**src/rtl/scan_ip_pkg.sv**
```systemverilog
// Shared definitions for the scan-IP AXI-Lite copy engine.
// Provides the ceil-log2 helper and default bus/FIFO sizing.
package scan_ip_pkg;

  localparam int SCAN_DATA_WIDTH = 32;
  localparam int COPY_FIFO_DEPTH = 16;

  // Ceil of log2; evaluated at elaboration to size pointers and counters.
  function automatic int clogb2(input int value);
    int r;
    r = 0;
    while ((1 << r) < value) begin
      r = r + 1;
    end
    return r;
  endfunction

endpackage

```
**src/rtl/copy_fifo_ram.sv**
```systemverilog
// Simple dual-port RAM: synchronous write, synchronous read into a resettable output register.
// Read latency 1 cycle; the output register holds until the next read enable.
module copy_fifo_ram #(
  parameter int DATA_WIDTH = 32,
  parameter int DEPTH      = 16,
  parameter int AW         = 4
) (
  input  logic                  clk,
  input  logic                  we,
  input  logic [AW-1:0]         waddr,
  input  logic [DATA_WIDTH-1:0] wdata,
  input  logic                  re,
  input  logic [AW-1:0]         raddr,
  input  logic                  rclr,
  output logic [DATA_WIDTH-1:0] rdata
);

  logic [DATA_WIDTH-1:0] mem [DEPTH];

  // Array has no reset so it can map onto block RAM.
  always_ff @(posedge clk) begin
    if (we) begin
      mem[waddr] <= wdata;
    end
  end

  always_ff @(posedge clk) begin
    if (rclr) begin
      rdata <= '0;
    end else if (re) begin
      rdata <= mem[raddr];
    end
  end

endmodule

```
**src/rtl/copy_fifo.sv**
```systemverilog
// Single-clock FIFO between the copy engine read and write channels, with occupancy and sticky error flags.
// Pop data appears on data_out one cycle after the accepting edge; pushes when full and pops when empty are dropped.
module copy_fifo
  import scan_ip_pkg::*;
#(
  parameter int DATA_WIDTH = SCAN_DATA_WIDTH,
  parameter int DEPTH      = COPY_FIFO_DEPTH,
  parameter int AF_MARGIN  = 2
) (
  input  logic                     M_AXI_ACLK,
  input  logic                     M_AXI_ARESETN,
  input  logic                     clear,
  input  logic                     wr_en,
  input  logic [DATA_WIDTH-1:0]    data_in,
  input  logic                     rd_en,
  output logic [DATA_WIDTH-1:0]    data_out,
  output logic                     empty,
  output logic                     full,
  output logic                     almost_full,
  output logic [clogb2(DEPTH):0]   count,
  output logic                     overflow,
  output logic                     underflow
);

  localparam int AW = clogb2(DEPTH);
  localparam int PW = AW + 1;
  localparam logic [PW-1:0] AF_LEVEL = PW'(DEPTH - AF_MARGIN);

  logic [PW-1:0] wr_ptr;
  logic [PW-1:0] rd_ptr;
  logic          flush;
  logic          push_ok;
  logic          pop_ok;

  // Flags come straight from registered pointers, so no request-to-output path exists.
  assign empty       = (wr_ptr == rd_ptr);
  assign full        = (wr_ptr[AW-1:0] == rd_ptr[AW-1:0]) && (wr_ptr[AW] != rd_ptr[AW]);
  assign count       = wr_ptr - rd_ptr;
  assign almost_full = (count >= AF_LEVEL);

  assign flush   = !M_AXI_ARESETN || clear;
  assign push_ok = wr_en && !full && !flush;
  assign pop_ok  = rd_en && !empty && !flush;

  always_ff @(posedge M_AXI_ACLK) begin
    if (flush) begin
      wr_ptr    <= '0;
      rd_ptr    <= '0;
      overflow  <= 1'b0;
      underflow <= 1'b0;
    end else begin
      if (push_ok) begin
        wr_ptr <= wr_ptr + PW'(1);
      end
      if (pop_ok) begin
        rd_ptr <= rd_ptr + PW'(1);
      end
      if (wr_en && full) begin
        overflow <= 1'b1;
      end
      if (rd_en && empty) begin
        underflow <= 1'b1;
      end
    end
  end

  copy_fifo_ram #(
    .DATA_WIDTH (DATA_WIDTH),
    .DEPTH      (DEPTH),
    .AW         (AW)
  ) u_ram (
    .clk   (M_AXI_ACLK),
    .we    (push_ok),
    .waddr (wr_ptr[AW-1:0]),
    .wdata (data_in),
    .re    (pop_ok),
    .raddr (rd_ptr[AW-1:0]),
    .rclr  (flush),
    .rdata (data_out)
  );

endmodule
```
**config.mk**
```make
export PLATFORM = sky130hd
export DESIGN_NAME = copy_fifo
export DESIGN_NICKNAME = d
export VERILOG_FILES = /design/src/rtl/scan_ip_pkg.sv /design/src/rtl/copy_fifo_ram.sv /design/src/rtl/copy_fifo.sv
export SDC_FILE = /design/constraint.sdc
export NUM_CORES = 1
export LEC_CHECK = 0
export ABC_AREA = 1
export BUFFER_PORTS_ARGS = -buffer_cell sky130_fd_sc_hd__buf_2
export CAP_MARGIN = 15
export CORE_MARGIN = 4
export CORE_UTILIZATION = 40
export DETAILED_ROUTE_END_ITERATION = 8
export PLACE_DENSITY_LB_ADDON = 0.1
export SLEW_MARGIN = 30
export SYNTH_ARGS = -nofsm -noshare
export SYNTH_HDL_FRONTEND = slang
export SYNTH_SLANG_ARGS = --single-unit
```
**constraint.sdc**
```tcl
create_clock -name M_AXI_ACLK -period 4.9 [get_ports M_AXI_ACLK]
set_clock_uncertainty 0.15 [all_clocks]
set_input_delay 0.98 -clock M_AXI_ACLK [delete_from_list [all_inputs] [get_ports M_AXI_ACLK]]
set_output_delay 0.98 -clock M_AXI_ACLK [all_outputs]
set_load 0.02 [all_outputs]
```
Yosys cells after proc, flatten, opt, wreduce, memory -nomap -nowiden
Memories as Yosys holds them, arrays and structs flattened. A register that Yosys moved wholly into a read port is not among the register bits.
Cells that the tools add are included.
W data, S select, Z words.
{ "word_totals": {"in_bits": 37, "regBits": 12, "elab_cells": 26, "ramBits": 512, "out_inout_bits": 42, "memories": 1} }
{ "op_classes": {"n_reduce_logical": 12, "magnitude_cmp": 1, "n_eq_ne": 3, "n_addsub": 3, "mux": 2} }
{ "mem_list": {"columns": ["memory", "depth", "width", "rd", "rd_clocked_by_memory_dff", "wr", "line_no", "text"], "rows": [
  ["u_ram.mem", 16, 32, 1, 1, 1, "copy_fifo_ram.sv:18", "logic [DATA_WIDTH-1:0] mem [DEPTH];"]
]} }
{ "op_table": {"columns": ["cell", "n"], "rows": [
  ["$add A5 B1 Y5 const B", 2],
  ["$logic_and A1 B1 Y1", 7],
  ["$eq A5 B5 Y1", 1],
  ["$ge A5 B4 Y1 const B", 1],
  ["$sub A5 B5 Y5", 1],
  ["$eq A4 B4 Y1", 1],
  ["$logic_not A1 Y1", 4],
  ["$mux W1", 2],
  ["$logic_or A1 B1 Y1", 1],
  ["$ne A1 B1 Y1", 1]
]} }

Depth between registers and ports, before layout
{ "depth": {"depth_word": 7, "ltp_mapped": 12, "ltp_nobuf": 10} }

Modules after synthesis
From an unflattened synthesis, not the netlist that was laid out.
{ "hier_totals": {"cells_unflattened": 1995, "hier_area_um2": 22720.5} }
{ "by_module_without_submodules": {"columns": ["module", "cells_per_inst", "n_inst", "area_each_um2"], "rows": [
  ["copy_fifo_ram", 1874, 1, 21893.5],
  ["copy_fifo", 121, 1, 827.0]
]} }

Worst setup path before layout
Ideal clock, no wire load.
{ "synth_path": {"kind": "reg-to-reg", "startpoint": "register rd_ptr[2]", "endpoint": "memory u_ram.mem[0][0], enable pin", "n_path_buf": 2, "stages_incl_launch_ff": 12, "t_arrival_ns": 3.159, "synth_period_minus_slack_ns": 3.730, "setup_slack_ns": 1.170, "cell_sequence": "dfxtp_1 > buf_2 > inv_1 > clkbuf_1 > ha_1 > nand2_1 > nor2_1 > nand2_1 > nand3_1 > inv_2 > nand2_1 > nor2_1"} }
{ "synth_via": {"elab_chain_len": 7} }
{ "synth_rtl": {"columns": ["element", "line_no", "text"], "rows": [
  ["start: declaration", "copy_fifo.sv:30", "logic [PW-1:0] rd_ptr;"],
  ["start signal: assignment", "copy_fifo.sv:56", "rd_ptr <= rd_ptr + PW'(1);"],
  ["$eq A4 B4 Y1", "copy_fifo.sv:37", "assign full = (wr_ptr[AW-1:0] == rd_ptr[AW-1:0]) && (wr_ptr[AW] != rd_ptr[AW]);"],
  ["$logic_and A1 B1 Y1", "copy_fifo.sv:37", null],
  ["$logic_not A1 Y1", "copy_fifo.sv:42", "assign push_ok = wr_en && !full && !flush;"],
  ["$logic_and A1 B1 Y1 (2 in series)", "copy_fifo.sv:42", null],
  ["$mux W1", "copy_fifo_ram.sv:22", "if (we) begin"],
  ["$mux W1 (implied by the code)", "copy_fifo_ram.sv:23", "mem[waddr] <= wdata;"],
  ["end: declaration", "copy_fifo_ram.sv:18", null]
]} }
Every way passes these cells.

Worst setup path in the final report
{ "layout_path": {"startpoint": "register wr_ptr[0]", "endpoint": "output port almost_full"} }
{ "layout_via": {"elab_chain_len": 2} }
{ "layout_rtl": {"columns": ["element", "line_no", "text"], "rows": [
  ["start: declaration", "copy_fifo.sv:29", "logic [PW-1:0] wr_ptr;"],
  ["start signal: assignment", "copy_fifo.sv:53", "wr_ptr <= wr_ptr + PW'(1);"],
  ["$sub A5 B5 Y5", "copy_fifo.sv:38", "assign count = wr_ptr - rd_ptr;"],
  ["$ge A5 B4 Y1", "copy_fifo.sv:39", "assign almost_full = (count >= AF_LEVEL);"],
  ["end: declaration", "copy_fifo.sv:19", "output logic almost_full,"]
]} }
Every way passes these cells.

==> results.py <==
metrics = {
    "run_status": {
        "outcome": "finished, final reports clean",
    },
    "floorplan": {
        "initial_core_util": 0.404,
        "core-area_mm2": 0.0577,
        "rows": 88,
        "design.die.area_mm2": 0.0622,
        "pin_count": 79,
        "die_x_um": 249,
        "fp.dieH_um": 249,
    },
    "timing": {
        "setup_viol": 0,
        "fmax_ghz": 0.284,
        "slew_headroom": 0.364,
        "rsz0062_at_grt": "no",
        "slew_violations": 0,
        "period_share": 0.719,
        "setup_tns_ns": 0,
        "min_period_ns": 3.53,
        "worst_pin_slew_ns": 0.954,
        "timing.final.hold_violations": 0,
    },
    "synth": {
        "syn_inst": 2231,
        "synth_edf_count": 512,
        "synth_seq_area_share": 0.698,
        "ys_types": 24,
        "synth_most_common_cell": "nand2_1",
        "avgSynthCellArea_um2": 10.4,
        "async_flop_share": 0,
        "ys.warnings.count": 0,
        "ys.flop_type": "edfxtp_1",
        "syn_nets": 2278,
        "syn_area_mm2": 0.0233,
        "yosysTopAreaCell": "edfxtp_1",
        "synth_area_leaders": "edfxtp_1, nand2_1, nand3_1",
        "synth_top_area_frac": 0.660,
        "ys_top_cells_by_count": "nand2_1, edfxtp_1, nand3_1, inv_1, nor2_1",
        "synth_seq_cells": 556,
    },
    "clock_network": {
        "clk-insertion-delay-late_ns": 0.62,
        "cts_sinks": 556,
        "holdBufCountCts": 0,
        "cts_root_buffer": "clkbuf_16",
        "postCtsSetupBuffers": 0,
        "cts_resized": 0,
        "htreeDepth": 2,
        "path_clk_slew_ns": 0.06,
        "numCtsBuffers": 60,
        "cts_tree": "yes",
        "cts_buffer_depth": 3,
    },
    "worst_setup_path": {
        "reg2reg_depth": 9,
        "r2r-start": "wr_ptr[2]",
        "cp.arrival_ns": 2.40,
        "critPathCaptureType": "output pin",
        "critical_path_class": "reg2out",
        "worstPathRequired_ns": 3.77,
        "start_kind": "register",
        "r2r_end": "u_ram.mem[12][4]",
        "r2r_slack_ns": 1.50,
        "crit_fanout": 5,
    },
    "grt": {
        "grt.total_usage": 0.186,
        "gr-total-overflow": 0,
        "grt_start_max_net_pins": 152,
        "grt_first_pass_wirelength_um": 90200,
        "grt_pass1_vias": 14400,
        "antenna_found_initial": 0,
    },
    "cells_and_area": {
        "fillerInstances": 5343,
        "n_antenna_cell": 0,
        "ff_latch_area_mm2": 0.0163,
        "drive_above_1_share": 0.0970,
        "syn2layout_area_growth_pct": 13.5,
        "multi_input_area_mm2": 0.00568,
        "nNetsFinal": 2337,
    },
    "routing": {
        "first_pass_iters": 5,
        "drt_iter0_drc": 1051,
        "drc": 0,
        "routedWlPerCell_um": 19.1,
        "wl_um": 59200,
        "final_antenna_net_count": 0,
        "vias_per_cell": 4.88,
        "vias": 15200,
    },
    "min_path": {
        "hold_path.class": "reg2reg",
        "min_to": "underflow",
        "hp-start": "underflow",
        "min_path_cells": 2,
    },
    "pwr": {
        "finalPower_w": 0.00990,
        "p_leak_nw": 10.9,
        "p_per_area_mw_per_mm2": 374,
        "peakVddDrop_mv": 0.268,
    },
    "place": {
        "finalWeightedCongestion": 0.756,
        "io_buffers": 78,
        "post-dp-hpwl_um": 31000,
    },
    "flow_run": {
        "cap_violations": 0,
    },
}
-- layer usage --
metal | vias to the layer above | wire (um) | GRT usage
met5 | - | 0 | 0
met4 | 0 | 1180 | 0.0483
met3 | 76 | 2760 | 0.0286
met2 | 341 | 26900 | 0.293
met1 | 7332 | 28400 | 0.274
li1 | 7407 | - | -
-- registers in the layout (all words and copies together), names as in the netlist --
name / count
underflow: 1
overflow: 1
u_ram.mem: 512
u_ram.rdata: 32
rd_ptr: 5
wr_ptr: 5
-- cell usage in the layout, fill, tap and decap left out, drive strengths merged, types with 4 or more instances in the layout --
master,n
inv,244
buf,109
clkbuf,88
xor2,4
ha,9
clkinv,23
o21ai,6
nor2,56
nand2,898
dfxtp,44
nand3,295
edfxtp,512
xnor2,5
a21oi,43
-- where the power goes --
group | switching [W] | internal [W] | leakage, nW
clock | 0.00183 | 0.00255 | 0.948
combinational | 0.000244 | 0.0000754 | 4.97
sequential | 0.00000872 | 0.00520 | 4.96
total | 0.00208 | 0.00782 | 10.9
-- cell type report --
cell class	count	area share
Clock buffer	88	0.0657
Clock inverter	25	0.00700
Inverter	245	0.0354
Multi-Input combinational cell	1318	0.215
Sequential cell	556	0.615
Tap cell	765	0.0362
Timing Repair Buffer	109	0.0259
-- worst max-delay path by stage --
| stage | from | to | slack (ns) |
|---|---|---|---|
| floorplan | rd_ptr[2] | u_ram.mem[0][0] | 1.17 |
| global placement | M_AXI_ARESETN | u_ram.mem[12][4] | 1.40 |
| detailed placement | clear | u_ram.mem[12][30] | 1.36 |
| CTS | wr_ptr[0] | almost_full | 1.31 |
| global route | wr_ptr[0] | almost_full | 1.18 |
| finish | wr_ptr[0] | almost_full | 1.37 |
-- logic make-up (layout without fill, tap and decap cells) --
| group | Yosys count | in the layout | synth area share |
|---|---|---|---|
| AND/OR/NAND/NOR | 1249 | 1249 | 0.218 |
| flip-flops | 556 | 556 | 0.698 |
| buffers and inverters | 357 | 467 | 0.0646 |
| AO/OA/AOI/OAI | 50 | 50 | 0.0110 |
| XOR/XNOR | 9 | 9 | 0.00338 |
| adder cells (fa/ha/maj) | 10 | 10 | 0.00569 |
-- worst max-delay path, stage by stage (launching register included) --
cell and delay, ns:
dfxtp_1 0.34, inv_1 0.14, ha_1 0.19, inv_1 0.06
fa_1 0.39, xor2_1 0.24, nand2_1 0.07, o21ai_0 0.17
buf_2 0.19
-- metrics by stage --
step	cells	area (um^2)	hold WS [ns]	worst slack [ns]	utilization
after floorplan	2231	23300	0.346	1.17	-
after global placement	2992	24500	0.287	1.40	0.424
after detailed placement	2993	24500	0.288	1.36	0.425
after CTS	3106	26400	0.298	1.31	0.458
after global routing	3106	26400	0.321	1.18	0.458
final	3106	26400	0.296	1.37	0.458
Note: power is estimated with default switching activity, not from simulation.
